[config.mk]
export PLATFORM = sky130hd
export DESIGN_NAME = stream_elastic_fifo
export DESIGN_NICKNAME = d
export VERILOG_FILES = /design/src/rtl/stream_elastic_fifo.sv
export SDC_FILE = /design/constraint.sdc
export NUM_CORES = 1
export LEC_CHECK = 0
export ABC_AREA = 0
export BUFFER_PORTS_ARGS = -buffer_cell sky130_fd_sc_hd__buf_4
export CORE_UTILIZATION = 45
export DETAILED_ROUTE_END_ITERATION = 10
export GPL_ROUTABILITY_DRIVEN = 0
export PLACE_DENSITY = 0.75
export SETUP_SLACK_MARGIN = 0.5
export SLEW_MARGIN = 20
export SYNTH_ARGS = -nofsm -noshare
export SYNTH_HDL_FRONTEND = slang
export SYNTH_SLANG_ARGS = --single-unit
export TNS_END_PERCENT = 30
[constraint.sdc]
create_clock -name iCLK -period 5.9 [get_ports iCLK]
set_input_delay 0.59 -clock iCLK [delete_from_list [all_inputs] [get_ports iCLK]]
set_output_delay 0.59 -clock iCLK [all_outputs]
set_load 0.02 [all_outputs]
[src/rtl/stream_elastic_fifo.sv]
// Elastic valid/ready FIFO of DEPTH entries. Every output is a flop, and the
// head entry is kept in a register so there is no A-to-B combinational path.
module stream_elastic_fifo #(
  parameter int unsigned WIDTH = 64,
  parameter int unsigned DEPTH = 4,
  parameter int unsigned AFULL = DEPTH - 1,
  parameter int unsigned CW    = $clog2(DEPTH + 1)
) (
  input  logic             iCLK,
  input  logic             iRST,
  input  logic             iValid_AM,
  output logic             oReady_AM,
  input  logic [WIDTH-1:0] iData_AM,
  output logic             oValid_BM,
  input  logic             iReady_BM,
  output logic [WIDTH-1:0] oData_BM,
  input  logic             iFlush,
  output logic [CW-1:0]    oCount,
  output logic             oAlmostFull
);

  localparam int unsigned PW = (DEPTH > 1) ? $clog2(DEPTH) : 1;

  logic [WIDTH-1:0] mem [DEPTH];
  logic [PW-1:0]    wrPtr;
  logic [PW-1:0]    rdPtr;
  logic [PW-1:0]    wrPtrNext;
  logic [PW-1:0]    rdPtrNext;
  logic [CW-1:0]    countNext;
  logic [WIDTH-1:0] headNext;
  logic             put;
  logic             get;

  function automatic logic [PW-1:0] incPtr(input logic [PW-1:0] p);
    return (p == PW'(DEPTH - 1)) ? '0 : p + PW'(1);
  endfunction

  assign put = iValid_AM && oReady_AM;
  assign get = oValid_BM && iReady_BM;

  // Next pointers, count and head; count is the sole source of full/empty.
  always_comb begin
    wrPtrNext = wrPtr;
    rdPtrNext = rdPtr;
    countNext = oCount;
    headNext  = oData_BM;
    if (iFlush) begin
      wrPtrNext = '0;
      rdPtrNext = '0;
      countNext = '0;
    end else begin
      if (put) wrPtrNext = incPtr(wrPtr);
      if (get) rdPtrNext = incPtr(rdPtr);
      if (put && !get)      countNext = oCount + CW'(1);
      else if (get && !put) countNext = oCount - CW'(1);
      // The next head is the beat being written now when it lands at the read slot.
      headNext = (put && (wrPtr == rdPtrNext)) ? iData_AM : mem[rdPtrNext];
    end
  end

  always_ff @(posedge iCLK or posedge iRST) begin
    if (iRST) begin
      wrPtr       <= '0;
      rdPtr       <= '0;
      oCount      <= '0;
      oReady_AM   <= 1'b1;
      oValid_BM   <= 1'b0;
      oAlmostFull <= 1'b0;
      oData_BM    <= '0;
    end else begin
      wrPtr       <= wrPtrNext;
      rdPtr       <= rdPtrNext;
      oCount      <= countNext;
      oReady_AM   <= (countNext != CW'(DEPTH));
      oValid_BM   <= (countNext != '0);
      oAlmostFull <= (countNext >= CW'(AFULL));
      oData_BM    <= headNext;
    end
  end

  // Storage needs no reset; its contents are meaningless until written.
  always_ff @(posedge iCLK) begin
    if (put && !iFlush) mem[wrPtr] <= iData_AM;
  end

endmodule

# Word-level counts from Yosys, hierarchy flattened
# Memories as Yosys holds them, arrays and structs flattened. A register that Yosys moved wholly into a read port is not among the register bits.
# Index checks and enable logic that the tools add are counted.
# classes
reduce_logical,11
eq_ne,3
muxes,12
add_sub_neg,4
magnitude_cmp,1
# op_table
operator,count
two-way mux 2 bit,7
two-way mux 3 bit,3
logical AND 1 bit,5
"adder 2 x 1 -> 2 bit, second input constant",2
"== test 2 bit, second input constant",2
logical NOT 1 bit,4
"adder 3 x 1 -> 3 bit, second input constant",1
">= comparator 3 x 2 -> 1 bit, second input constant",1
"!= test 3 bit, second input constant",1
nonzero test 3 bit,1
"subtractor 3 x 1 -> 3 bit, second input constant",1
two-way mux 1 bit,2
nonzero test 2 bit,1
# totals
elab_cells,38
out_inout_bits,70
n_memories,1
ramBits,256
register_bits,10
# memory_table
memory,words,word_bits,read_ports,rd_clocked_by_memory_dff,wr,line,rtl
mem,4,64,1,1,1,24,logic [WIDTH-1:0] mem [DEPTH];

# Longest topological paths before layout
# logic_depth
depth_word,7
mapped_depth,8
mapped_depth_nobuf,8

# Worst setup path after synthesis
# No wires, ideal clock.
# synth_path
path_kind,flip-flop to flip-flop
start,register oReady_AM
end,memory mem[0][0] (enable)
n_path_buf,0
path_slack_ns,2.985
arrival_time_ns,2.486
stages_incl_launch_ff,4
path_cell_list,dfstp_2 -> nand2_1 -> nor2_1 -> and2_1
# synth_via
elab_chain_len,4
# synth_rtl
element,line,rtl
"start, declared",12,"output logic oReady_AM,"
"start signal, assigned",74,oReady_AM <= (countNext != CW'(DEPTH));
logical AND 1 bit,38,assign put = iValid_AM && oReady_AM;
logical AND 1 bit,83,if (put && !iFlush) mem[wrPtr] <= iData_AM;
two-way mux 1 bit,83,
two-way mux 1 bit (implied by the code),83,
"end, declared",24,
# Every way passes these cells.

# Worst setup path in the final report
# layout_path
start,register rdPtr[0]
end,register oData_BM[45] (read register of mem)
# layout_via
elab_chain_len,4
elab_cells_between_ends,5
# layout_rtl
element,line,rtl
"start, declared",26,logic [PW-1:0] rdPtr;
"start signal, assigned",72,rdPtr <= rdPtrNext;
adder 2 x 1 -> 2 bit / == test 2 bit (equally long branches),35,return (p == PW'(DEPTH - 1)) ? '0 : p + PW'(1);
two-way mux 2 bit,35,
two-way mux 2 bit (*),53,if (get) rdPtrNext = incPtr(rdPtr);
two-way mux 2 bit (*),47,if (iFlush) begin
"end, declared",16,"output logic [WIDTH-1:0] oData_BM,"
# Mark *: on every way between the ends. The rest lies on a longest branch, timed or not. The select of a mux whose other input is x is not followed.
# A chain may end at the register's enable or synchronous reset.

==> reports/results.ini <==
[global_route]
grt_max_degree = 76
grt.overflow.total = 0
first_global_vias = 6949
grt_pass1_wl_um = 39760
antenna_found_initial = 0
grt_usage_pct = 18.47

[clock_network]
cts_sinks = 330
clk_path_buf_depth = 3
postCtsResizedCells = 0
cts_tree = built
htreeDepth = 2
cts_root_buf = clkbuf_16
postCtsSetupBuffers = 0
numCtsBuffers = 35
clk_pin_slew_ns = 0.06
insertion_delay_ns = 0.50
cts.hold.buffers_added = 0

[detailed_routing]
drt-initial-drc-count = 440
final_antenna_net_count = 0
drt-total-wl_um = 25600
firstDrtPassIters = 5
routed_via_density = 5.571
avgRoutedWirePerCell_um = 22.17
drc_errors = 0
dr_total_vias = 6434

[floorplan]
dieHeight_um = 169.5
initial_core_util_pct = 46.34
row_count = 60
core_area_sq_um = 27250
pin_count = 139
fp.dieW_um = 169.5
dieArea_sq_um = 28740

[place]
portBuffers = 138
dpl.hpwl_um = 13680

[setup_path]
crit_top_cell = buf_4
critPathRequiredTime_ns = 6.33
endpoint_kind = flip-flop
slowest_stage = a31oi_4
crit_type = flip-flop to flip-flop
crit_path_start_kind = flip-flop
crit_fanout = 38
critical_path_arrival_ns = 3.68
path_cells = ha_1 > nor2_1 > mux2i_4 > buf_4 > xnor2_1 > a31oi_4 > buf_4 > a221o_1
cpPeakStageDelay_ns = 0.77

[synth]
synth_top_area_share_pct = 60.87
netlist.top_cell.by_area = edfxtp_1
synth-async-reset-ratio_pct = 22.42
syn_nets = 691
synth.top_cells.by_area = edfxtp_1 (61%), dfrtp_1 (14%), mux4_2 (11%), a221o_1 (5.1%), and2_1 (3.4%)
netlist_instances = 615
synth_flop_cell = edfxtp_1
synth-edff-count = 256
netlist-cell-type-count = 30
ys_ff_latch = 330
ys_seq_area_share_pct = 75.55
yosysWarnings = 0
synth_area_sq_um = 12630
syn-mean-instance-area_sq_um = 20.53

[layout]
final_nets = 835
drive_gt1_share_pct = 33.84
syn2layout_area_growth_pct = 19.91
insertedDiodeCount = 0
final_util_pct = 55.57

[power_and_ir_drop]
switching_share_pct = 27.38
p_clk_share_pct = 31.6
p_comb_share_pct = 24.8
internal_power_mw = 4.970
leakage_nw = 5.555
cellPowerDensity_nw_per_um2 = 452.0
ir_drop_uv = 299.4
switching_power_mw = 1.874
power_frac_seq_pct = 43.7

[timing]
drv_slew = 0
hold_viol = 0
period_minus_slack_ns = 3.252
slew_headroom_pct = 31.57
rsz0062_at_grt = no
worst_slew_pin_slew_ns = 1.026
finalSetupTns_ns = 0
final.period_utilization_pct = 55.12
clock.fmax_ghz = 0.3075
setup_viol = 0
skew_ns = 0.01356

[job]
drv_cap = 0

[status]
outcome = complete, no violations

[hold_path]
min_path_type = primary input to asynchronous set/reset pin

[cell type report]
cell class,count,area (sq um)
Fill cell,2075,12110
Sequential cell,330,9540
Multi-Input combinational cell,243,2899
Timing Repair Buffer,143,1074
Clock buffer,56,1037
Tap cell,372,465.4
Clock inverter,5,100.1
Inverter,6,27.53
[cells by family (layout without fill, tap and decap cells)]
logic type / Yosys count / count (layout) / share of synthesized area (%)
AO/OA/AOI/OAI: 74 / 74 / 5.677
XOR/XNOR: 6 / 6 / 0.4161
adder cells (fa/ha/maj): 7 / 7 / 0.6935
buffers and inverters: 42 / 210 / 1.793
flip-flops: 330 / 330 / 75.55
multiplexers: 67 / 67 / 11.71
AND/OR/NAND/NOR: 89 / 89 / 4.161
[path summary, 6_finish.rpt]
| path | slack (ns) | to | depth (start not counted) | from |
|---|---|---|---|---|
| setup / recovery | 2.65 | oData_BM[45] | 8 | rdPtr[0] |
| hold / removal | 0.21 | oData_BM[50] | 2 | iRST |
| setup reg to reg | 2.65 | oData_BM[45] | 8 | rdPtr[0] |
| hold reg to reg | 0.59 | oData_BM[54] | 2 | oData_BM[54] |
| max in group asynchronous | 5.10 | oData_BM[34] | 2 | iRST |
| min in group iCLK | 0.30 | mem[3][52] | 1 | iData_AM[52] |
[sequential cells by signal, indices dropped and copies added (netlist names)]
| signal | flops |
|---|---|
| mem | 256 |
| oData_BM | 64 |
| oCount | 3 |
| rdPtr | 2 |
| wrPtr | 2 |
| oAlmostFull | 1 |
| oReady_AM | 1 |
| oValid_BM | 1 |
[critical path, delay by kind of cell (launching register included)]
kind | cells | cell delay (ns)
buffers and inverters | 2 | 1.13
AOI/OAI and AO/OA | 2 | 1.01
DFF | 1 | 0.42
xor gates and xnor gates | 1 | 0.22
adders and majority gates | 1 | 0.18
muxes | 1 | 0.14
and+or+nand+nor | 1 | 0.07
[placed cells by master, fill, tap and decap left out, drive strengths merged, types with 6 or more instances in the layout]
cell type / netlist / final
ha: 7 / 7
dfrtp: 73 / 73
nand2: 7 / 7
nor2: 8 / 8
inv: 6 / 6
clkbuf: 11 / 56
mux4: 64 / 64
xnor2: 6 / 6
a221o: 64 / 64
and2: 69 / 69
buf: 25 / 143
edfxtp: 256 / 256
[cell usage after synthesis (all sizes together) (3+ instances only)]
cell    number
a221o       64
and2        69
and3         3
buf         25
clkbuf      11
dfrtp       73
edfxtp     256
ha           7
inv          6
mux2i        3
mux4        64
nand2        7
nor2         8
xnor2        6
[metrics by stage]
stage	worst slack [ns]	instance area, sq um	power (mW)	hold WS [ns]	std cells
after global routing	2.400	15140	7.131	0.2823	1155
after global placement	2.350	14000	4.723	0.5639	1094
after detailed placement	2.254	14000	4.755	0.5705	1094
after floorplan	2.985	12630	4.122	0.5425	615
after CTS	2.526	15140	6.927	0.2894	1155
final	2.648	15140	6.845	0.2146	1155
[power by group through the flow]
stage                     sequential (mW)  clock, mW  combinational (mW)
after detailed placement             3.03          0                1.73
final                                2.99       2.16                1.70
after global routing                 3.02       2.29                1.83
after floorplan                      3.25          0               0.874
after global placement               3.03          0                1.69
after CTS                            2.99       2.20                1.73
[routing by layer]
metal / part of all wire [%] / global-route usage (%) / up-vias
met3: 5.4 / 3.358 / 43
met5: 0 / 0 / -
met4: 2.0 / 5.092 / 0
met1: 42 / 24.00 / 3382
li1: - / - / 2804
met2: 51 / 31.97 / 205
Power figures use the tool's default switching activity.
